**src/rtl/reverb_template_s2m_fifo_reader_if.sv**
```systemverilog
// Stream-sink and MM-read-slave bundle for the s2m FIFO reader.
// The master side drives the stream word and the read request; the slave side answers.
interface reverb_template_s2m_fifo_reader_if #(
  parameter int DATA_W = 32
);
  logic [DATA_W-1:0] avalonst_sink_data;
  logic              avalonst_sink_valid;
  logic              avalonst_sink_ready;
  logic              avalonmm_read_slave_address;
  logic              avalonmm_read_slave_read;
  logic              avalonmm_read_slave_waitrequest;
  logic [DATA_W-1:0] avalonmm_read_slave_readdata;
  logic              avalonmm_read_slave_readdatavalid;

  modport master (
    output avalonst_sink_data,
    output avalonst_sink_valid,
    input  avalonst_sink_ready,
    output avalonmm_read_slave_address,
    output avalonmm_read_slave_read,
    input  avalonmm_read_slave_waitrequest,
    input  avalonmm_read_slave_readdata,
    input  avalonmm_read_slave_readdatavalid
  );

  modport slave (
    input  avalonst_sink_data,
    input  avalonst_sink_valid,
    output avalonst_sink_ready,
    input  avalonmm_read_slave_address,
    input  avalonmm_read_slave_read,
    output avalonmm_read_slave_waitrequest,
    output avalonmm_read_slave_readdata,
    output avalonmm_read_slave_readdatavalid
  );
endinterface

```
**src/rtl/reverb_template_s2m_fifo_reader.sv**
```systemverilog
// Stream-to-MM FIFO: buffers ST words in a register FIFO; CPU pops (addr 0) or reads status (addr 1)
// with fixed 1-cycle read latency. Sink stalls when full; pops stall via waitrequest when empty.
module reverb_template_s2m_fifo_reader #(
  parameter int DATA_W = 32,
  parameter int ADDR_W = 6
) (
  input  logic                          clock,
  input  logic                          reset_n,
  reverb_template_s2m_fifo_reader_if.slave bus
);
  localparam int DEPTH = 1 << ADDR_W;
  localparam int CNT_W = ADDR_W + 1;

  logic [DATA_W-1:0] mem_q [DEPTH];
  logic [ADDR_W-1:0] wr_ptr_q, wr_ptr_d;
  logic [ADDR_W-1:0] rd_ptr_q, rd_ptr_d;
  logic [CNT_W-1:0]  count_q, count_d;
  logic [DATA_W-1:0] readdata_q, readdata_d;
  logic              readdatavalid_q, readdatavalid_d;

  logic              empty;
  logic              full;
  logic              push;
  logic              pop;
  logic              accept;
  logic              stat_rd;
  logic [DATA_W-1:0] status_word;

  // Handshake outputs depend only on registered count, never on same-cycle traffic.
  assign empty = (count_q == '0);
  assign full  = (count_q == CNT_W'(DEPTH));

  assign bus.avalonst_sink_ready             = reset_n & ~full;
  assign bus.avalonmm_read_slave_waitrequest = ~reset_n | (~bus.avalonmm_read_slave_address & empty);
  assign bus.avalonmm_read_slave_readdata      = readdata_q;
  assign bus.avalonmm_read_slave_readdatavalid = readdatavalid_q;

  assign push    = bus.avalonst_sink_valid & bus.avalonst_sink_ready;
  assign accept  = bus.avalonmm_read_slave_read & ~bus.avalonmm_read_slave_waitrequest;
  assign pop     = accept & ~bus.avalonmm_read_slave_address;
  assign stat_rd = accept & bus.avalonmm_read_slave_address;

  always_comb begin
    status_word                = '0;
    status_word[0]             = empty;
    status_word[1]             = full;
    status_word[8 +: CNT_W]    = count_q;

    wr_ptr_d        = wr_ptr_q + ADDR_W'(push);
    rd_ptr_d        = rd_ptr_q + ADDR_W'(pop);
    count_d         = count_q;
    readdata_d      = readdata_q;
    readdatavalid_d = accept;

    case ({push, pop})
      2'b10:   count_d = count_q + CNT_W'(1);
      2'b01:   count_d = count_q - CNT_W'(1);
      default: count_d = count_q;
    endcase

    // Status reflects the count before this cycle's push/pop.
    if (pop) begin
      readdata_d = mem_q[rd_ptr_q];
    end else if (stat_rd) begin
      readdata_d = status_word;
    end
  end

  always_ff @(posedge clock or negedge reset_n) begin
    if (!reset_n) begin
      wr_ptr_q        <= '0;
      rd_ptr_q        <= '0;
      count_q         <= '0;
      readdata_q      <= '0;
      readdatavalid_q <= 1'b0;
    end else begin
      wr_ptr_q        <= wr_ptr_d;
      rd_ptr_q        <= rd_ptr_d;
      count_q         <= count_d;
      readdata_q      <= readdata_d;
      readdatavalid_q <= readdatavalid_d;
    end
  end

  // Storage needs no reset; only words behind a valid count are ever read.
  always_ff @(posedge clock) begin
    if (push) begin
      mem_q[wr_ptr_q] <= bus.avalonst_sink_data;
    end
  end
endmodule

```
**src/flat_wrapper.sv**
```systemverilog
// flat-port wrapper written by rule: the top's interface ports become plain ports
module reverb_template_s2m_fifo_reader_flat 
#(
  parameter int DATA_W = 32,
  parameter int ADDR_W = 6
)
  (clock, reset_n, bus_avalonst_sink_data, bus_avalonst_sink_valid, bus_avalonst_sink_ready, bus_avalonmm_read_slave_address, bus_avalonmm_read_slave_read, bus_avalonmm_read_slave_waitrequest, bus_avalonmm_read_slave_readdata, bus_avalonmm_read_slave_readdatavalid);
  reverb_template_s2m_fifo_reader_if #(.DATA_W(DATA_W)) bus_i ();
  input  logic clock;
  input  logic reset_n;
  input wire logic [$bits(bus_i.avalonst_sink_data)-1:0] bus_avalonst_sink_data;
  input wire logic [$bits(bus_i.avalonst_sink_valid)-1:0] bus_avalonst_sink_valid;
  output wire logic [$bits(bus_i.avalonst_sink_ready)-1:0] bus_avalonst_sink_ready;
  input wire logic [$bits(bus_i.avalonmm_read_slave_address)-1:0] bus_avalonmm_read_slave_address;
  input wire logic [$bits(bus_i.avalonmm_read_slave_read)-1:0] bus_avalonmm_read_slave_read;
  output wire logic [$bits(bus_i.avalonmm_read_slave_waitrequest)-1:0] bus_avalonmm_read_slave_waitrequest;
  output wire logic [$bits(bus_i.avalonmm_read_slave_readdata)-1:0] bus_avalonmm_read_slave_readdata;
  output wire logic [$bits(bus_i.avalonmm_read_slave_readdatavalid)-1:0] bus_avalonmm_read_slave_readdatavalid;
  assign bus_i.avalonst_sink_data = bus_avalonst_sink_data;
  assign bus_i.avalonst_sink_valid = bus_avalonst_sink_valid;
  assign bus_avalonst_sink_ready = bus_i.avalonst_sink_ready;
  assign bus_i.avalonmm_read_slave_address = bus_avalonmm_read_slave_address;
  assign bus_i.avalonmm_read_slave_read = bus_avalonmm_read_slave_read;
  assign bus_avalonmm_read_slave_waitrequest = bus_i.avalonmm_read_slave_waitrequest;
  assign bus_avalonmm_read_slave_readdata = bus_i.avalonmm_read_slave_readdata;
  assign bus_avalonmm_read_slave_readdatavalid = bus_i.avalonmm_read_slave_readdatavalid;
  reverb_template_s2m_fifo_reader #(.DATA_W(DATA_W), .ADDR_W(ADDR_W)) u_core (.clock(clock), .reset_n(reset_n), .bus(bus_i));
endmodule
```
**config.mk**
```make
export PLATFORM = sky130hd
export DESIGN_NAME = reverb_template_s2m_fifo_reader_flat
export DESIGN_NICKNAME = d
export VERILOG_FILES = /design/src/rtl/reverb_template_s2m_fifo_reader_if.sv /design/src/rtl/reverb_template_s2m_fifo_reader.sv /design/src/flat_wrapper.sv
export SDC_FILE = /design/constraint.sdc
export NUM_CORES = 2
export LEC_CHECK = 0
export ABC_CLOCK_PERIOD_IN_PS = 6900
export CORE_MARGIN = 3
export CORE_UTILIZATION = 40
export DETAILED_ROUTE_END_ITERATION = 16
export GPL_ROUTABILITY_DRIVEN = 1
export PLACE_DENSITY = 0.64
export SKIP_LAST_GASP = 1
export SLEW_MARGIN = 30
export SYNTH_ARGS = -nofsm -noshare
export SYNTH_HDL_FRONTEND = slang
export SYNTH_SLANG_ARGS = --single-unit
```
**constraint.sdc**
```tcl
create_clock -name clock -period 6.9 [get_ports clock]
set_clock_uncertainty 0.2 [all_clocks]
set_input_delay 0.69 -clock clock [delete_from_list [all_inputs] [get_ports clock]]
set_output_delay 0.69 -clock clock [all_outputs]
set_load 0.02 [all_outputs]
```
## Word level (Yosys, flattened, before mapping)

Memories as Yosys holds them, arrays and structs flattened.
Cells that the tools add are included.
W data, S select, Z words.

- Add/subtract/negate cells: 4
- Multipliers: 0
- Divide/modulo/power cells: 0
- Order comparisons: 0
- Eq/ne operators: 3
- Shifts and indexed selects: 0
- Muxes and demuxes: 5
- Bitwise operators: 11
- Reduce and logical (&&, ||, !) cells: 3

Operator list:

| cell | number |
|---|---|
| $mux W32 | 2 |
| $pmux W7 S2 | 1 |
| $add A6 B1 Y6 | 2 |
| $add A7 B1 Y7 const B | 1 |
| $eq A7 B7 Y1 const B | 1 |
| $logic_not A7 Y1 | 1 |
| $sub A7 B1 Y7 const B | 1 |
| $and A1 B1 Y1 | 6 |
| $not A1 Y1 | 4 |
| $reduce_bool A2 Y1 | 2 |
| $eq A2 B1 Y1 const B | 1 |
| $eq A2 B2 Y1 const B | 1 |
| $mux W1 | 2 |
| $or A1 B1 Y1 | 1 |

- Bits in registers: 52
- Latch bits: 0
- Bits in writable memories: 2,048
- ROM bits: 0
- Input bits: 37
- Output and inout port bits: 35
- Logic and storage cells: 32
- Memories: 1

Memories:

| name | words | width | rd ports | clocked after Yosys merged registers in | write ports | RTL line | RTL |
|---|---|---|---|---|---|---|---|
| u_core.mem_q | 64 | 32 | 1 | 0 | 1 | reverb_template_s2m_fifo_reader.sv:14 | `logic [DATA_W-1:0] mem_q [DEPTH];` |

## Depth between registers and ports, before layout

- Word-level depth: 8
- Gate-level depth with buffers: 13
- Gate-level depth less buffers: 12

## Worst setup path before layout

No wires, ideal clock.

- Path type: input to register
- Start point: in reset_n
- End point: mem u_core.mem_q[62][0] (enable)
- Arrival: 2,935 ps
- Data required time: 6,279 ps
- Path slack: 3,343 ps
- Stages: 5
- Path through: o31a_1 > nand2_1 > nor2_1 > nand3_1 > nor2_1

- Word-level cells in the longest chain between the ends: 4

RTL lines:

| what | RTL line | RTL |
|---|---|---|
| from (decl) | flat_wrapper.sv:10 | `input logic reset_n;` |
| $and A1 B1 Y1 | reverb_template_s2m_fifo_reader.sv:33 | `assign bus.avalonst_sink_ready = reset_n & ~full;` |
| $and A1 B1 Y1 | reverb_template_s2m_fifo_reader.sv:38 | `assign push = bus.avalonst_sink_valid & bus.avalonst_sink_ready;` |
| $mux W1 | reverb_template_s2m_fifo_reader.sv:87 | `if (push) begin` |
| $mux W1 (not written as such) | reverb_template_s2m_fifo_reader.sv:88 | `mem_q[wr_ptr_q] <= bus.avalonst_sink_data;` |
| to (decl) | reverb_template_s2m_fifo_reader.sv:14 |  |

No other way between the ends.

## Worst setup path in the final report

- Start point: reg u_core.count_q[2]
- End point: out bus_avalonmm_read_slave_waitrequest

- Word-level cells in the longest chain between the ends: 3

RTL lines:

| what | RTL line | RTL |
|---|---|---|
| from (decl) | reverb_template_s2m_fifo_reader.sv:17 | `logic [CNT_W-1:0] count_q, count_d;` |
| from (signal assigned) | reverb_template_s2m_fifo_reader.sv:79 | `count_q <= count_d;` |
| $logic_not A7 Y1 | reverb_template_s2m_fifo_reader.sv:30 | `assign empty = (count_q == '0);` |
| $and A1 B1 Y1 | reverb_template_s2m_fifo_reader.sv:34 | `assign bus.avalonmm_read_slave_waitrequest = ~reset_n \| (~bus.avalonmm_read_slave_address & empty);` |
| $or A1 B1 Y1 | reverb_template_s2m_fifo_reader.sv:34 |  |
| to (decl) | flat_wrapper.sv:16 | `output wire logic [$bits(bus_i.avalonmm_read_slave_waitrequest)-1:0] bus_avalonmm_read_slave_waitrequest;` |

No other way between the ends.

==> metrics.md <==
| Metric | Value |
|---|---|
| Flops & latches, synth | 2100 |
| LEAKAGE | 29.2 nW |
| Initial antenna violation count | 20 |
| CP max FO | 10 |
| GRT Util Overall | 20.6% |
| Fraction of registers with async set/reset | 2.48% |
| Pwr Total | 0.0350 W |
| Port bufs | 71 |
| Fin. max-slew vios | 0 |
| PnR worst setup slack | 2.64 ns |
| Grt ovf | 0 |
| Clock share of power | 31.4% |
| Pint | 0.0243 W |
| Critical Path, Cell by Cell | or4_1 -> o41ai_2 -> clkdlybuf4s50_1 |
| Max Freq | 235 MHz |
| CP peak stage delay | 0.76 ns |
| CP delay by family, top | buffers and inverters |
| Largest net degree at the start of global routing | 102 |
| Post-CTS Setup Bufs | 0 |
| TritonCTS Buffers | 198 |
| Relative slew margins | 31.1% |
| Worst vdd ir | 0.398 mV |
| H-tree depth | 4 |
| Syn Area/Cell | 21.7 um^2 |
| Antenna Nets Post-Route | 0 |
| Post-synth top flop | edfxtp_1 |
| Drt pass-1 iters | 5 |
| Worst slew pin tran | 1.03 ns |
| Detailed Place HPWL | 127000 um |
| Final hold vios | 0 |
| IO Pins | 72 |
| Top post-synthesis cells by area | edfxtp_1, mux4_2, mux2i_1, dfrtp_1, nand2_1 |
| Leading area contributor after synthesis | edfxtp_1 |
| Area after DPL | 0.0860 mm^2 |
| Critical Path RT | 6.01 ns |
| Setup TNS | 0 ns |
| Crit end category | output pin |
| Post-Synthesis Cells | 3737 |
| Kind of critical path | register to output pin |
| PwrDens | 377 mW/mm^2 |
| Crit share post-route | 61.8% |
| CTS tree | built |
| Clock Latency Late Sink | 0.83 ns |
| Setup violators final | 0 |
| DR WL/cell | 31.9 um |
| Rows | 164 |
| Critical path launch point type | register |
| Max-Cap Viols | 0 |
| Syn Nets | 3781 |
| Chip width | 457 um |
| Global-route wire length before repair | 307000 um |
| Vias in the first global route | 40100 |
| Layout cells sized above 1 | 25.8% |
| EDFF count, synth | 2048 |
| Cell variety after synth | 73 |
| CTS Sinks | 2100 |
| CP bufs+invs | 1 |
| Sw Share | 30.4% |
| Clock Tree Root | clkbuf_16 |
| Slowest CP cell | clkdlybuf4s50_1 |
| Synth top area share | 75.7% |
| Placed Cells | 6420 |
| Filler cell count | 16500 |
| Fin area | 0.0927 mm^2 |
| DR vias/cell | 5.93 |
| Layout Area Growth over Synthesis | 14.0% |
| Core area | 0.201 mm^2 |
| Die ar. | 0.209 mm^2 |
| Detailed Route WL | 217000 um |
| Post-Syn Area | 0.0813 mm^2 |
| Post-Layout Cell Count | 6800 |
| DR vias | 40400 |
| Clock-pin slew on the worst setup and hold paths | 0.06 ns |
| Critical Path AT | 3.37 ns |
| Run status | finished, final reports clean |
| YS warnings | 0 |
| Initial core utilization | 40.4% |
| GP Congestion | 0.831 |
| Pre-CTS WS | 2.36 ns |
| DRT iter0 DRCs | 5413 |
| Sequential power share | 42.7% |
| Die Y | 457 um |
| Clock Path Buffers | 3 |
| DRC violations left | 0 |
| Fin crit period | 4.26 ns |
| Logic pwr share | 25.9% |
| RSZ-0062 raised after global routing | no |
| Register area share after synthesis | 77.3% |
| Psw | 0.0106 W |
| Nets | 4010 |
| HP Class | input port to register |
-- per-layer routing --
metal  global-route usage (%)  vias to the layer above  share of wire [%]
li1                         -                    16200                  -
met1                     29.4                    21700                 40
met2                     31.5                     2148                 46
met3                     4.82                      337                 10
met4                     6.32                        8                3.1
met5                        0                        -              0.020
-- cells by family (layout without fill, tap and decap cells) --
kind of cell,Yosys count,after routing,share of synthesized area [%]
and+or+nand+nor,348,348,1.90
AOI/OAI and AO/OA,333,333,2.93
muxes,711,711,15.8
other,0,5,0
DFF,2100,2100,77.3
adders and majority gates,7,7,0.108
buffers and inverters,221,623,1.77
xor gates and xnor gates,17,17,0.183
-- timing repair --
item	in CTS	in global routing
hold buffers	1	0
endpoints found under the setup margin	0	0
gates resized for setup	0	0
hold endpoints to repair	26	0
-- path summary, 6_finish.rpt --
check	from	endpoint	slack [ns]	depth (start not counted)
worst max-delay path	u_core.count_q[2]$_DFFE_PN0P_	bus_avalonmm_read_slave_waitrequest	2.64	3
worst min-delay path	bus_avalonst_sink_data[21]	u_core.mem_q[39][21]$_DFFE_PP_	0.25	1
worst max register to register	u_core.rd_ptr_q[0]$_DFF_PN0_	u_core.bus.avalonmm_read_slave_readdata[1]$_DFFE_PN0P_	2.71	8
worst min register to register	u_core.wr_ptr_q[0]$_DFF_PN0_	u_core.wr_ptr_q[0]$_DFF_PN0_	0.34	1
max in group asynchronous	reset_n	u_core.rd_ptr_q[4]$_DFF_PN0_	5.31	3
min in group asynchronous	reset_n	u_core.bus.avalonmm_read_slave_readdatavalid$_DFF_PN0_	0.28	2
-- power by group through the flow --
stage	clock network, W	registers [W]	logic [W]
after global routing	0.0116	0.0149	0.00953
after floorplan	0	0.0148	0.00629
after detailed placement	0	0.0152	0.00903
final	0.0110	0.0149	0.00905
after CTS	0.0111	0.0150	0.00905
after global placement	0	0.0152	0.00896
-- layout by cell type (no fill, tap or decap), types with 46 or more instances in the layout --
cell type and n:
mux2i_1 237, clkbuf_16 200, nand2_1 122, buf_4 145, a22oi_1 49, mux4_2 450, clkbuf_1 49, dfrtp_1 46
a21oi_1 52, nor2_1 51, edfxtp_1 2048, nor2_4 65, o21ai_0 48
-- per-stage QoR --
step / utilization, % / hold slack [ns]
after floorplan: - / 0.194
after global placement: 42.6 / 0.328
after detailed placement: 42.8 / 0.321
after CTS: 46.1 / 0.211
after global routing: 46.1 / 0.251
final: 46.1 / 0.254
-- area by class of cell --
cell class | count | area (um^2) | share of cell area (%)
Tap cell | 2656 | 3320 | 3.59
Inverter | 7 | 28.8 | 0.0311
Multi-Input combinational cell | 1416 | 17600 | 19.0
Clock buffer | 267 | 5440 | 5.87
Clock inverter | 106 | 1160 | 1.25
Antenna cell | 5 | 12.5 | 0.0135
Sequential cell | 2100 | 62800 | 67.8
Timing Repair Buffer | 243 | 2310 | 2.50
-- cells in the mapped netlist (10+ instances only) --
| cell | instances |
|---|---|
| a31oi_1 | 13 |
| a221oi_1 | 17 |
| nand3_1 | 31 |
| nor2b_1 | 13 |
| buf_6 | 36 |
| o21ai_0 | 49 |
| a22oi_1 | 49 |
| nand2_1 | 122 |
| mux2i_1 | 237 |
| o221ai_1 | 33 |
| buf_4 | 24 |
| xnor2_1 | 10 |
| a211oi_1 | 16 |
| a21oi_1 | 52 |
| nor2_1 | 118 |
| o211ai_1 | 23 |
| mux2_2 | 19 |
| buf_1 | 23 |
| edfxtp_1 | 2048 |
| mux4_2 | 450 |
| dfrtp_1 | 52 |
| clkbuf_1 | 53 |
| nor3_1 | 10 |
| buf_2 | 65 |
-- flip-flops by register name, summed over array words and instances, names as in the netlist --
| register | count |
|---|---|
| u_core.wr_ptr_q | 6 |
| u_core.rd_ptr_q | 6 |
| u_core.count_q | 7 |
| u_core.bus.avalonmm_read_slave_readdatavalid | 1 |
| u_core.mem_q | 2048 |
| u_core.bus.avalonmm_read_slave_readdata | 32 |
(Power assumes the default switching activity.)
